### config.mk
export PLATFORM = sky130hd
export DESIGN_NAME = mem_arbiter
export DESIGN_NICKNAME = d
export VERILOG_FILES = /design/src/rtl/mem_arbiter_pkg.sv /design/src/rtl/mem_arbiter_region_decode.sv /design/src/rtl/mem_arbiter.sv
export SDC_FILE = /design/constraint.sdc
export NUM_CORES = 1
export LEC_CHECK = 0
export CAP_MARGIN = 20
export CORE_AREA = 2 2 125 127
export CTS_CLUSTER_SIZE = 10
export DETAILED_ROUTE_END_ITERATION = 8
export DIE_AREA = 0 0 127 129
export HOLD_SLACK_MARGIN = 0.03
export PLACE_DENSITY = 0.69
export SYNTH_ARGS = -nofsm -noshare
export SYNTH_HDL_FRONTEND = slang
export SYNTH_HIERARCHICAL = 1
export SYNTH_SLANG_ARGS = --single-unit
### constraint.sdc
create_clock -name clk -period 4.1 [get_ports clk]
set_input_delay 0.615 -clock clk [delete_from_list [all_inputs] [get_ports clk]]
set_output_delay 0.615 -clock clk [all_outputs]
set_load 0.05 [all_outputs]
### src/rtl/mem_arbiter_pkg.sv
// Shared types and constants for the ROM/RAM arbiter between the
// instruction and data MMUs.
package mem_arbiter_pkg;

    typedef enum logic [1:0] {
        IDLE   = 2'd0,
        ACCESS = 2'd1,
        RESP   = 2'd2
    } state_e;

    typedef enum logic [1:0] {
        REG_ROM  = 2'd0,
        REG_RAM  = 2'd1,
        REG_NONE = 2'd2
    } region_e;

    typedef enum logic {
        GNT_I = 1'b0,
        GNT_D = 1'b1
    } grant_e;

    localparam logic [31:0] DEF_ROM_BASE = 32'h0000_0000;
    localparam logic [31:0] DEF_RAM_BASE = 32'h0001_0000;

    typedef struct packed {
        grant_e      grant;
        logic        write;
        logic        fault;
        region_e     region;
        logic [31:0] wdata;
    } txn_t;

    function automatic logic is_illegal(
        input region_e region,
        input logic    misaligned,
        input logic    rd,
        input logic    wr
    );
        return misaligned
            | (region == REG_NONE)
            | (rd & wr)
            | (wr & (region == REG_ROM));
    endfunction

endpackage

### src/rtl/mem_arbiter_region_decode.sv
// Combinational byte-address decode into ROM / RAM / unmapped plus an
// alignment flag. ROM wins if the two windows overlap.
module mem_region_decode
    import mem_arbiter_pkg::*;
#(
    parameter int unsigned ROM_ADDR_WIDTH = 8,
    parameter int unsigned RAM_ADDR_WIDTH = 8,
    parameter logic [31:0] ROM_BASE       = DEF_ROM_BASE,
    parameter logic [31:0] RAM_BASE       = DEF_RAM_BASE
) (
    input  logic [31:0] addr,
    output region_e     region,
    output logic        misaligned
);

    localparam logic [32:0] ROM_SIZE = 33'd4 << ROM_ADDR_WIDTH;
    localparam logic [32:0] RAM_SIZE = 33'd4 << RAM_ADDR_WIDTH;

    logic [32:0] rom_off;
    logic [32:0] ram_off;

    // 33-bit offsets: an address below the base borrows into bit 32,
    // which always lands at or above any legal region size.
    always_comb begin
        rom_off    = {1'b0, addr} - {1'b0, ROM_BASE};
        ram_off    = {1'b0, addr} - {1'b0, RAM_BASE};
        misaligned = (addr[1:0] != 2'b00);
        region     = REG_NONE;
        if (rom_off < ROM_SIZE) begin
            region = REG_ROM;
        end else if (ram_off < RAM_SIZE) begin
            region = REG_RAM;
        end
    end

endmodule

### src/rtl/mem_arbiter.sv
// Round-robin arbiter sharing one ROM and one RAM port between the
// instruction and data MMUs; IDLE -> ACCESS -> RESP per transaction.
module mem_arbiter
    import mem_arbiter_pkg::*;
#(
    parameter int unsigned ROM_ADDR_WIDTH = 8,
    parameter int unsigned RAM_ADDR_WIDTH = 8,
    parameter logic [31:0] ROM_BASE       = DEF_ROM_BASE,
    parameter logic [31:0] RAM_BASE       = DEF_RAM_BASE
) (
    input  logic                      clk,
    input  logic                      reset,

    input  logic                      i_read_enable,
    input  logic                      i_write_enable,
    input  logic [31:0]               i_address,
    input  logic [31:0]               i_data_in,
    output logic [31:0]               i_data_out,
    output logic                      i_mem_ready,
    output logic                      i_fault,

    input  logic                      d_read_enable,
    input  logic                      d_write_enable,
    input  logic [31:0]               d_address,
    input  logic [31:0]               d_data_in,
    output logic [31:0]               d_data_out,
    output logic                      d_mem_ready,
    output logic                      d_fault,

    output logic                      rom_read_enable,
    output logic [ROM_ADDR_WIDTH-1:0] rom_address,
    input  logic [31:0]               rom_data_out,

    output logic                      ram_read_enable,
    output logic                      ram_write_enable,
    output logic [RAM_ADDR_WIDTH-1:0] ram_address,
    output logic [31:0]               ram_data_in,
    input  logic [31:0]               ram_data_out
);

    state_e                    state_q, state_d;
    grant_e                    last_grant_q, last_grant_d;
    txn_t                      txn_q, txn_d;
    logic [ROM_ADDR_WIDTH-1:0] rom_addr_q, rom_addr_d;
    logic [RAM_ADDR_WIDTH-1:0] ram_addr_q, ram_addr_d;

    logic        i_req;
    logic        d_req;
    grant_e      sel;
    logic [31:0] mux_addr;
    logic [31:0] mux_wdata;
    logic        mux_rd;
    logic        mux_wr;
    region_e     dec_region;
    logic        dec_misaligned;

    assign i_req = i_read_enable | i_write_enable;
    assign d_req = d_read_enable | d_write_enable;

    always_comb begin
        sel = GNT_I;
        if (i_req && d_req) begin
            sel = (last_grant_q == GNT_I) ? GNT_D : GNT_I;
        end else if (d_req) begin
            sel = GNT_D;
        end
    end

    always_comb begin
        mux_addr  = i_address;
        mux_wdata = i_data_in;
        mux_rd    = i_read_enable;
        mux_wr    = i_write_enable;
        if (sel == GNT_D) begin
            mux_addr  = d_address;
            mux_wdata = d_data_in;
            mux_rd    = d_read_enable;
            mux_wr    = d_write_enable;
        end
    end

    mem_region_decode #(
        .ROM_ADDR_WIDTH (ROM_ADDR_WIDTH),
        .RAM_ADDR_WIDTH (RAM_ADDR_WIDTH),
        .ROM_BASE       (ROM_BASE),
        .RAM_BASE       (RAM_BASE)
    ) u_decode (
        .addr       (mux_addr),
        .region     (dec_region),
        .misaligned (dec_misaligned)
    );

    always_comb begin
        state_d      = state_q;
        last_grant_d = last_grant_q;
        txn_d        = txn_q;
        rom_addr_d   = rom_addr_q;
        ram_addr_d   = ram_addr_q;
        unique case (state_q)
            IDLE: begin
                if (i_req || d_req) begin
                    txn_d.grant  = sel;
                    txn_d.write  = mux_wr;
                    txn_d.region = dec_region;
                    txn_d.wdata  = mux_wdata;
                    txn_d.fault  = is_illegal(dec_region, dec_misaligned,
                                              mux_rd, mux_wr);
                    rom_addr_d   = mux_addr[ROM_ADDR_WIDTH+1:2];
                    ram_addr_d   = mux_addr[RAM_ADDR_WIDTH+1:2];
                    last_grant_d = sel;
                    state_d      = ACCESS;
                end
            end
            ACCESS:  state_d = RESP;
            RESP:    state_d = IDLE;
            default: state_d = IDLE;
        endcase
    end

    always_ff @(posedge clk or posedge reset) begin
        if (reset) begin
            state_q      <= IDLE;
            last_grant_q <= GNT_D;
            txn_q        <= '0;
            rom_addr_q   <= '0;
            ram_addr_q   <= '0;
        end else begin
            state_q      <= state_d;
            last_grant_q <= last_grant_d;
            txn_q        <= txn_d;
            rom_addr_q   <= rom_addr_d;
            ram_addr_q   <= ram_addr_d;
        end
    end

    logic        do_access;
    logic        in_resp;
    logic [31:0] rd_data;

    // Strobes and responses depend only on registered state, so a fault
    // never reaches the memories and reset silences everything at once.
    always_comb begin
        do_access        = (state_q == ACCESS) && !txn_q.fault;
        in_resp          = (state_q == RESP);
        rom_read_enable  = do_access && (txn_q.region == REG_ROM);
        ram_read_enable  = do_access && (txn_q.region == REG_RAM)
                           && !txn_q.write;
        ram_write_enable = do_access && (txn_q.region == REG_RAM)
                           && txn_q.write;
        rom_address      = rom_read_enable ? rom_addr_q : '0;
        ram_address      = (ram_read_enable || ram_write_enable)
                           ? ram_addr_q : '0;
        ram_data_in      = ram_write_enable ? txn_q.wdata : '0;

        rd_data = '0;
        if (!txn_q.fault && !txn_q.write) begin
            rd_data = (txn_q.region == REG_ROM) ? rom_data_out
                                                : ram_data_out;
        end

        i_mem_ready = in_resp && (txn_q.grant == GNT_I);
        d_mem_ready = in_resp && (txn_q.grant == GNT_D);
        i_fault     = i_mem_ready && txn_q.fault;
        d_fault     = d_mem_ready && txn_q.fault;
        i_data_out  = i_mem_ready ? rd_data : '0;
        d_data_out  = d_mem_ready ? rd_data : '0;
    end

endmodule

-- Yosys cells after proc, flatten, opt, wreduce, memory -nomap -nowiden
Index checks and enable logic that the tools add are counted.
- word-level logic and storage cells: 62
- input port bits: 198
- output and inout bits: 119
- bits in registers: 48
- bitwise operators: 8
- eq/ne operators: 5
- magnitude comparators: 2
- muxes and demuxes: 18
- reductions and logical operators: 20
- add/sub/neg operators: 1
- operator list (cell ; count):
    2-to-1 mux 32 bit ; 7
    < comparator 33 x 11 -> 1 bit, second input constant ; 1
    subtractor 32 x 17 -> 33 bit, second input constant ; 1
    < comparator 32 x 11 -> 1 bit, second input constant ; 1
    2-to-1 mux 8 bit ; 2
    logical AND 1 bit ; 11
    logical NOT 2 bit ; 3
    2-to-1 mux 2 bit ; 3
    2-to-1 mux 1 bit ; 5
    bitwise OR 1 bit ; 5
    equality test 2 x 1 -> 1 bit, second input constant ; 2
    equality test 2 bit, second input constant ; 2
    case mux 2 bit (2 select lines) ; 1
    bitwise AND 1 bit ; 2
    logical NOT 1 bit ; 2
    logical OR 1 bit ; 2
    inequality test 2 bit, second input constant ; 1
    AND reduction 2 bit ; 1
    nonzero test 2 bit ; 1
    inverter 1 bit ; 1

-- Logic depth before layout (Yosys ltp)
Gate-level depths: netlist of the first run.
- depth after elaboration: 12
- mapped depth: 15
- gate-level depth less buffers: 13

-- By module
Netlist of the first run, hierarchy kept.
- by module, submodules not included (module ; instances ; sequential area each (um2) ; cells an instance ; area an instance (um2)):
    mem_arbiter ; 1 ; 1202.4 ; 398 ; 3565.9
    mem_region_decode ; 1 ; 0.0 ; 39 ; 259.0

-- Worst setup path after synthesis of the first run
OpenSTA, ideal clock, no wires.
- path kind: register -> output
- start: register state_q[0]
- end: output port i_data_out[10]
- data required time: 3485 ps
- cell stages (with the launch flop): 5
- buffers on the path: 1
- path slack: 625 ps
- arrival: 2860 ps
- path through: dfrtp_1 > nor3b_1 > nand2_1 > clkbuf_1 > nor2_1
- longest elaborated chain between the ends: 3
- RTL lines (what ; line ; RTL):
    from (decl) ; mem_arbiter.sv:41 ; state_e state_q, state_d;
    from (signal assigned) ; mem_arbiter.sv:128 ; state_q <= state_d;
    equality test 2 bit ; mem_arbiter.sv:144 ; in_resp = (state_q == RESP);
    logical AND 1 bit ; mem_arbiter.sv:161 ; i_mem_ready = in_resp && (txn_q.grant == GNT_I);
    via i_mem_ready ; mem_arbiter.sv:19 ; output logic i_mem_ready,
    2-to-1 mux 32 bit ; mem_arbiter.sv:165 ; i_data_out = i_mem_ready ? rd_data : '0;
    to (decl) ; mem_arbiter.sv:18 ; output logic [31:0] i_data_out,
The timed path passes the listed nets, and every way through them passes these cells.

-- Final worst setup path of the first run
- start: input port d_read_enable
- end: register txn_q[34] in the netlist's numbering
- longest elaborated chain between the ends: 12
- elaborated cells between the ends (all ways): 22
- classes of those cells: add/sub: 1; order compare: 2; eq/ne: 1; mux: 7; bitwise: 6; reduce/logical: 5
- RTL lines (what ; line ; RTL):
    from (decl) ; mem_arbiter.sv:22 ; input logic d_read_enable,
    bitwise OR 1 bit * ; mem_arbiter.sv:58 ; assign d_req = d_read_enable | d_write_enable;
    2-to-1 mux 1 bit or logical AND 1 bit (tied branches) ; mem_arbiter.sv:64, mem_arbiter.sv:62 ;
    2-to-1 mux 1 bit * ; mem_arbiter.sv:62 ; if (i_req && d_req) begin
    2-to-1 mux 32 bit * ; mem_arbiter.sv:74 ; if (sel == GNT_D) begin
    via mux_addr[21] ; mem_arbiter.sv:50 ; logic [31:0] mux_addr;
    subtractor 32 x 17 -> 33 bit ; mem_arbiter_region_decode.sv:26 ; ram_off = {1'b0, addr} - {1'b0, RAM_BASE};
    < comparator 33 x 11 -> 1 bit ; mem_arbiter_region_decode.sv:31 ; end else if (ram_off < RAM_SIZE) begin
    2-to-1 mux 2 bit ; mem_arbiter_region_decode.sv:31 ;
    2-to-1 mux 2 bit * ; mem_arbiter_region_decode.sv:29 ; if (rom_off < ROM_SIZE) begin
    via dec_region[0] ; mem_arbiter.sv:54 ; region_e dec_region;
    equality test 2 bit ; mem_arbiter_pkg.sv:40 ; | (region == REG_NONE)
    bitwise OR 1 bit ; mem_arbiter_pkg.sv:40 ;
    bitwise OR 1 bit ; mem_arbiter_pkg.sv:41 ; | (rd & wr)
    bitwise OR 1 bit * ; mem_arbiter_pkg.sv:42 ; | (wr & (region == REG_ROM));
    to (signal assigned) ; mem_arbiter.sv:130 ; txn_q <= txn_d;
    to (decl) ; mem_arbiter.sv:43 ; txn_t txn_q, txn_d;
Mark *: on every way through the listed nets, which the timed path passes. The rest lies on a longest branch.
A chain may end at the register's enable or synchronous reset.

==> impl_results.md, run 1 <==
* CTS clk-pin slew, worst paths at 0.07 ns
* Htree depth at 2
* Routed WL per cell at 16.9 µm
* WHS at 0.473 ns
* Final setup viols at 0
* Max Cap Violations at 0
* Yosys warns at 6
* Worst-path fanout max at 13
* Status: complete, no violations
* Syn Inst Count at 437
* I/O pin count at 317
* Core ar. at 15000 µm²
* CTS Buffer Depth at 2
* Slew headroom at 0.299
* Register area share after synthesis at 0.314
* Clock Latency Late Sink at 0.29 ns
* Least-Margin Pin Slew at 1.05 ns
* Largest net degree at the start of global routing at 49
* DRT iter0 DRCs at 165
* N_diodes at 0
* Hold crit path type: register to register
* Max Clock Skew at 0.00483 ns
* Most common cell after layout, fill and taps aside: clkdlybuf4s50_1
* Pre-antenna DRT Iters at 4
* Net count, final at 942
* # clock sinks at 48
* Min cycle time layout at 3.67 ns
* RePlAce Congestion at 0.820
* Achievable Freq at 273 MHz
* CTS Buf Count at 5
* Post-Syn Area per Cell at 8.75 µm²
* Die extent in y at 129 µm
* Final period util at 0.895
* Seq cells post-synth at 48
* Cell Area, Placed at 7220 µm²
* Commonest non-fill, non-tap cells in the layout: 316 x clkdlybuf4s50_1, 72 x nor2_1, 64 x mux2i_1
* DP Cell Count at 923
* Rows at 45
* Initial antenna violation count at 0
* Grt ovf at 0
* Synth Flop Type: dfrtp_1
* Vias per cell at 4.60
* Port-buffer cells at 316
* Post-CTS setup buffers at 0
* PD cells at 369 nW/µm²
* Area contributors post-synth: dfrtp_1 31%, mux2i_1 17%, mux2_2 10%, nor2_1 7.2%, and3_1 5.2%
* Synth Net Count at 636
* Max-slew violations at 0
* WP data required at 4.28 ns
* Final HPWL DP at 13.0 mm
* Vias in the first global route at 4587
* Async SR Flop Fraction at 1.00
* Post-route cell area at 7390 µm²
* Share of layout cells above drive strength 1 at 0.102
* Worst path arrival time at 3.84 ns
* Maximum VDD drop at 204 µV
* CTS tree: built
* LEAKAGE at 3.00 nW
* EDFF count, synth at 0
* GRT Util Overall at 0.185
* Final wirelength at 15.7 mm
* Post-cts resize count at 0
* Non-filler instance count after layout at 932
* Hold_buf cts at 0
* CP Class: primary input to register
* DRC violations left at 0
* Mapped Area at 3820 µm²
* Antenna Violating Nets Remaining at 0
* Dominant cell type by area after synthesis: dfrtp_1
* Initial core utilization at 0.255
* Root Driver: clkbuf_16
* Synth top area share at 0.307
* Global-route wire length before repair at 24.1 mm
* Final setup TNS at 0 ns
* Yosys cell types at 50
* Full die area at 16400 µm²
* Reg2reg setup slack at 0.91 ns
* Fin util at 0.493
* P&R area growth vs syn at 93.2%
* CP Capture Type: register
* Startpoint types: primary input
* Unrepaired setup endpoints after global routing: no
* Die W at 127 µm
* Via count at 4291
* Final hold viol count at 0
worst max-delay path, cell delays in order:
cell             delay (ns)
clkdlybuf4s50_1        0.56
o21ai_4                0.42
mux2_2                 0.43
nor4_4                 0.47
a31oi_1                0.18
a2111oi_2              0.34
and4_1                 0.28
nor2_1                 0.09
a211oi_1               0.24
o311a_1                0.17
o21ai_1                0.05
synthesized netlist by cell type (2+ instances only):
cell,instances
clkbuf_2,3
nor2_1,73
nand2_1,43
o21ai_2,2
nand4_1,2
buf_6,2
mux2_2,34
buf_2,9
a31oi_1,3
buf_4,4
and3_1,32
buf_1,3
o21ai_0,35
mux2i_1,64
dfrtp_1,47
nor2b_1,2
nor4_1,3
and2_1,19
mux2_4,8
nand2b_1,2
inv_1,4
nor3_1,4
clkbuf_1,10
and3b_1,3
path summary, 6_finish.rpt:
check | start | to | depth (start not counted)
worst min-delay path | txn_q[4] | txn_q[4] | 2
worst max-delay path | d_read_enable | txn_q[34] | 11
worst max register to register | last_grant_q | txn_q[34] | 11
min in group asynchronous | reset | txn_q[16] | 2
worst min register to register | txn_q[4] | txn_q[4] | 2
max in group asynchronous | reset | last_grant_q | 3
through the flow:
stage / worst slack [ns] / total power [mW]
after floorplan: 0.625 / 1.79
after global placement: 0.289 / 2.28
after detailed placement: 0.181 / 2.32
after CTS: 0.484 / 2.76
after global routing: 0.113 / 2.94
final: 0.431 / 2.73
registers in the layout (all words and copies together), names as in the netlist:
signal and cells:
state_q 2, last_grant_q 1, txn_q 37, ram_addr_q 8
area by class of cell:
type / instances / area (µm²)
multi-input combinational: 353 / 2470
clock inverter: 2 / 15.0
inverter: 5 / 23.8
sequential: 48 / 1200
clock buffer: 6 / 139
timing repair buffer: 330 / 3310
tap: 188 / 235
fill: 1440 / 7590
routing by layer:
layer,up-vias,GRT usage,wire length (µm)
li1,2133,-,-
met1,1952,0.204,6040
met2,192,0.359,8300
met3,14,0.0391,1130
met4,0,0.0498,249
met5,-,0,0
cell families after synthesis:
logic type,share of synthesized area
xor gates and xnor gates,0.00229
AOI/OAI and AO/OA,0.0811
adders and majority gates,0.00327
DFF,0.314
buffers and inverters,0.0484
and+or+nand+nor,0.252
muxes,0.299
where the power goes:
group          internal [mW]  switching, mW  total, mW
clock network          0.243          0.185      0.428
registers              0.710          0.129      0.839
logic                  0.698          0.766       1.46
Power figures use the tool's default switching activity.
==> inputs of run 2 (changes only) <==
--- a/config.mk
+++ b/config.mk
@@ -6,12 +6,11 @@
 export NUM_CORES = 1
 export LEC_CHECK = 0
 export CAP_MARGIN = 20
-export CORE_AREA = 2 2 125 127
+export CORE_AREA = 2 2 123 125
 export CTS_CLUSTER_SIZE = 10
 export DETAILED_ROUTE_END_ITERATION = 8
-export DIE_AREA = 0 0 127 129
-export HOLD_SLACK_MARGIN = 0.03
-export PLACE_DENSITY = 0.69
+export DIE_AREA = 0 0 125 127
+export PLACE_DENSITY = 0.71
 export SYNTH_ARGS = -nofsm -noshare
 export SYNTH_HDL_FRONTEND = slang
 export SYNTH_HIERARCHICAL = 1
==> constraint.sdc (replaced) <==
create_clock -name clk -period 4.48 [get_ports clk]
set_input_delay 0.672 -clock clk [delete_from_list [all_inputs] [get_ports clk]]
set_output_delay 0.672 -clock clk [all_outputs]
set_load 0.05 [all_outputs]
==> run 2 against run 1 <==
Compared with the run above:
- sequential share of layout area barely moved
- non-clock buffer count fell by 1
- final cell count fell by 0.43%
- largest power group unchanged
- core utilization rose by 1.8 points
- via count rose by 2.5%
- critical endpoint unchanged
==> impl_results.md, run 2 (same netlist as run 1, synthesis figures left out) <==
* CTS tree: built
* Rows at 44 (-2.2%)
* Commonest non-fill, non-tap cells in the layout: 316 x clkdlybuf4s50_1, 72 x nor2_1, 64 x mux2i_1
* Pre-antenna DRT Iters at 5 (+1)
* Final wirelength at 15.9 mm (+0.90%)
* Reg with most FFs: txn_q
* WL met1 at 6.04 mm (about the same)
* Grt ovf at 0 (unchanged)
* RePlAce Congestion at 0.936 (+14%)
* Sw frac at 0.397 (+0.00206)
* CTS clk-pin slew, worst paths at 0.07 ns (about the same)
* Antenna Violating Nets Remaining at 0 (unchanged)
* Max reg flops at 37 (unchanged)
* I/O pin count at 317 (unchanged)
* Most common cell after layout, fill and taps aside: clkdlybuf4s50_1
* Initial antenna violation count at 1 (+1)
* Maximum VDD drop at 197 µV (-3.2%)
* Clock Power Share at 0.158 (about the same)
* Vias in the first global route at 4636 (+1.1%)
* Largest net degree at the start of global routing at 72 (+47%)
* Die W at 125 µm (-1.6%)
* Worst path arrival time at 4.18 ns (+0.34 ns)
* Full die area at 15900 µm² (-3.1%)
* LEAKAGE at 3.00 nW (about the same)
* Final hold viol count at 0 (unchanged)
* Min cycle time layout at 3.97 ns
* Slew headroom at 0.390 (+0.0905)
* Internal power at 1.50 mW (-9.3%)
* Max-slew violations at 0 (unchanged)
* CP Class: primary input to register
* Worst-path fanout max at 21 (+8)
* CTS Buf Count at 5 (unchanged)
* Least-Margin Pin Slew at 0.908 ns (-0.139 ns)
* Final setup viols at 0 (unchanged)
* Die extent in y at 127 µm (-1.6%)
* Final setup TNS at 0 ns (unchanged)
* Reg2reg setup slack at 1.10 ns (+0.19 ns)
* Status: complete, no violations
* Top layer reached by signal wires: met4
* Via count at 4398 (+2.5%)
* # clock sinks at 48 (unchanged)
* Clock Latency Late Sink at 0.29 ns (about the same)
* Max Cap Violations at 0 (unchanged)
* Combinational power share at 0.532 (-0.004)
* Post-CTS setup buffers at 0 (unchanged)
* Startpoint types: primary input
* Final HPWL DP at 13.0 mm (+0.50%)
* DRT iter0 DRCs at 124 (-25%)
* DRC violations left at 0 (unchanged)
* Hold_buf cts at 0 (unchanged)
* CP Capture Type: register
* Initial core utilization at 0.265 (+0.00979)
* Biggest regs: txn_q (37), ram_addr_q (8), state_q (2)
* CP max stage delay at 0.57 ns (about the same)
* WP data required at 4.70 ns (+0.42 ns)
* P&R area growth vs syn at 92.9%
* Worst path cell trace: clkdlybuf4s50_1 -> o21ai_4 -> buf_12 -> mux2_2 -> nor4_2 -> nand4_1 -> xor2_1 -> and4_1 -> nor2_1 -> nor2b_1 -> o311a_1 -> o21ai_1
* Multi-input logic area at 2470 µm² (unchanged)
* Final period util at 0.885
* Hold crit path type: register to register
* Routed WL per cell at 17.1 µm (+1.3%)
* Share of layout cells above drive strength 1 at 0.101 (-0.00121)
* Root Driver: clkbuf_16
* CTS Buffer Depth at 2 (unchanged)
* Post-cts resize count at 0 (unchanged)
* Port-buffer cells at 316 (unchanged)
* Achievable Freq at 252 MHz
* Global-route wire length before repair at 24.4 mm (+1.3%)
* Core ar. at 14400 µm² (-3.7%)
* Post-route cell area at 7380 µm² (-0.15%)
* Unrepaired setup endpoints after global routing: no
* Cell Area, Placed at 7200 µm² (-0.17%)
* Sequential power share at 0.310 (+0.003)
* Htree depth at 2 (unchanged)
* GRT Util Overall at 0.191 (+0.00622)
* Net count, final at 941 (-0.11%)
* Register Area at 1200 µm² (unchanged)
* Fillers at 1324 (-8.1%)
* Wire length on met3 at 1.05 mm (-7.1%)
* Switch Pwr at 988 µW (-8.5%)
* PD cells at 337 nW/µm² (-8.8%)
* Max stage delay cell, worst path: clkdlybuf4s50_1
* Vias per cell at 4.74 (+2.9%)
* Max Clock Skew at 0.00402 ns (-0.000808 ns)
* WL met2 at 8.40 mm (+1.3%)
* PnR Total Power at 2.49 mW (-8.9%)
run 2: layout make-up:
cell class | instances | share of cell area
Tap cell | 184 | 0.0312
Antenna cell | 1 | 0.000339
Clock buffer | 6 | 0.0188
Timing Repair Buffer | 329 | 0.447
Sequential cell | 48 | 0.163
Clock inverter | 2 | 0.00187
Inverter | 5 | 0.00322
Multi-Input combinational cell | 353 | 0.335
run 2: worst paths after layout:
kind                                 from      endpoint  cells past startpoint
max                        d_write_enable     txn_q[34]                     12
min                             txn_q[10]     txn_q[10]                      2
max reg2reg                  last_grant_q     txn_q[34]                     12
min reg2reg                     txn_q[10]     txn_q[10]                      2
max in group asynchronous           reset  last_grant_q                      3
min in group asynchronous           reset     txn_q[30]                      2
run 2: per-layer routing:
| metal | vias up | global-route usage |
|---|---|---|
| met5 | - | 0 |
| met4 | 0 | 0.0667 |
| met3 | 27 | 0.0427 |
| met2 | 220 | 0.371 |
| met1 | 2017 | 0.202 |
| li1 | 2134 | - |
run 2: power groups by stage:
stage | Sequential, mW | Clock [mW] | Combinational [mW]
6_report | 0.770 | 0.392 | 1.32
5_1_grt | 0.799 | 0.429 | 1.44
3_5_place_dp | 0.779 | 0 | 1.34
2_1_floorplan | 0.736 | 0 | 0.901
3_3_place_gp | 0.765 | 0 | 1.30
4_1_cts | 0.771 | 0.413 | 1.34
run 2: worst max-delay path: cells and delay by family:
kind | cells | cell delay, ns
compound gates | 3 | 0.91
xor+xnor | 1 | 0.18
buf+inv | 2 | 0.79
mux | 1 | 0.39
simple gates | 5 | 1.22
run 2: through the flow:
stage,hold slack (ns),cells,setup WS (ns),utilization
final,0.474,928,0.514,0.512
after global routing,0.497,928,0.267,0.512
after CTS,0.478,926,0.558,0.510
after detailed placement,0.462,918,0.259,0.499
after global placement,0.455,918,0.469,0.499
after floorplan,0.442,437,0.948,-
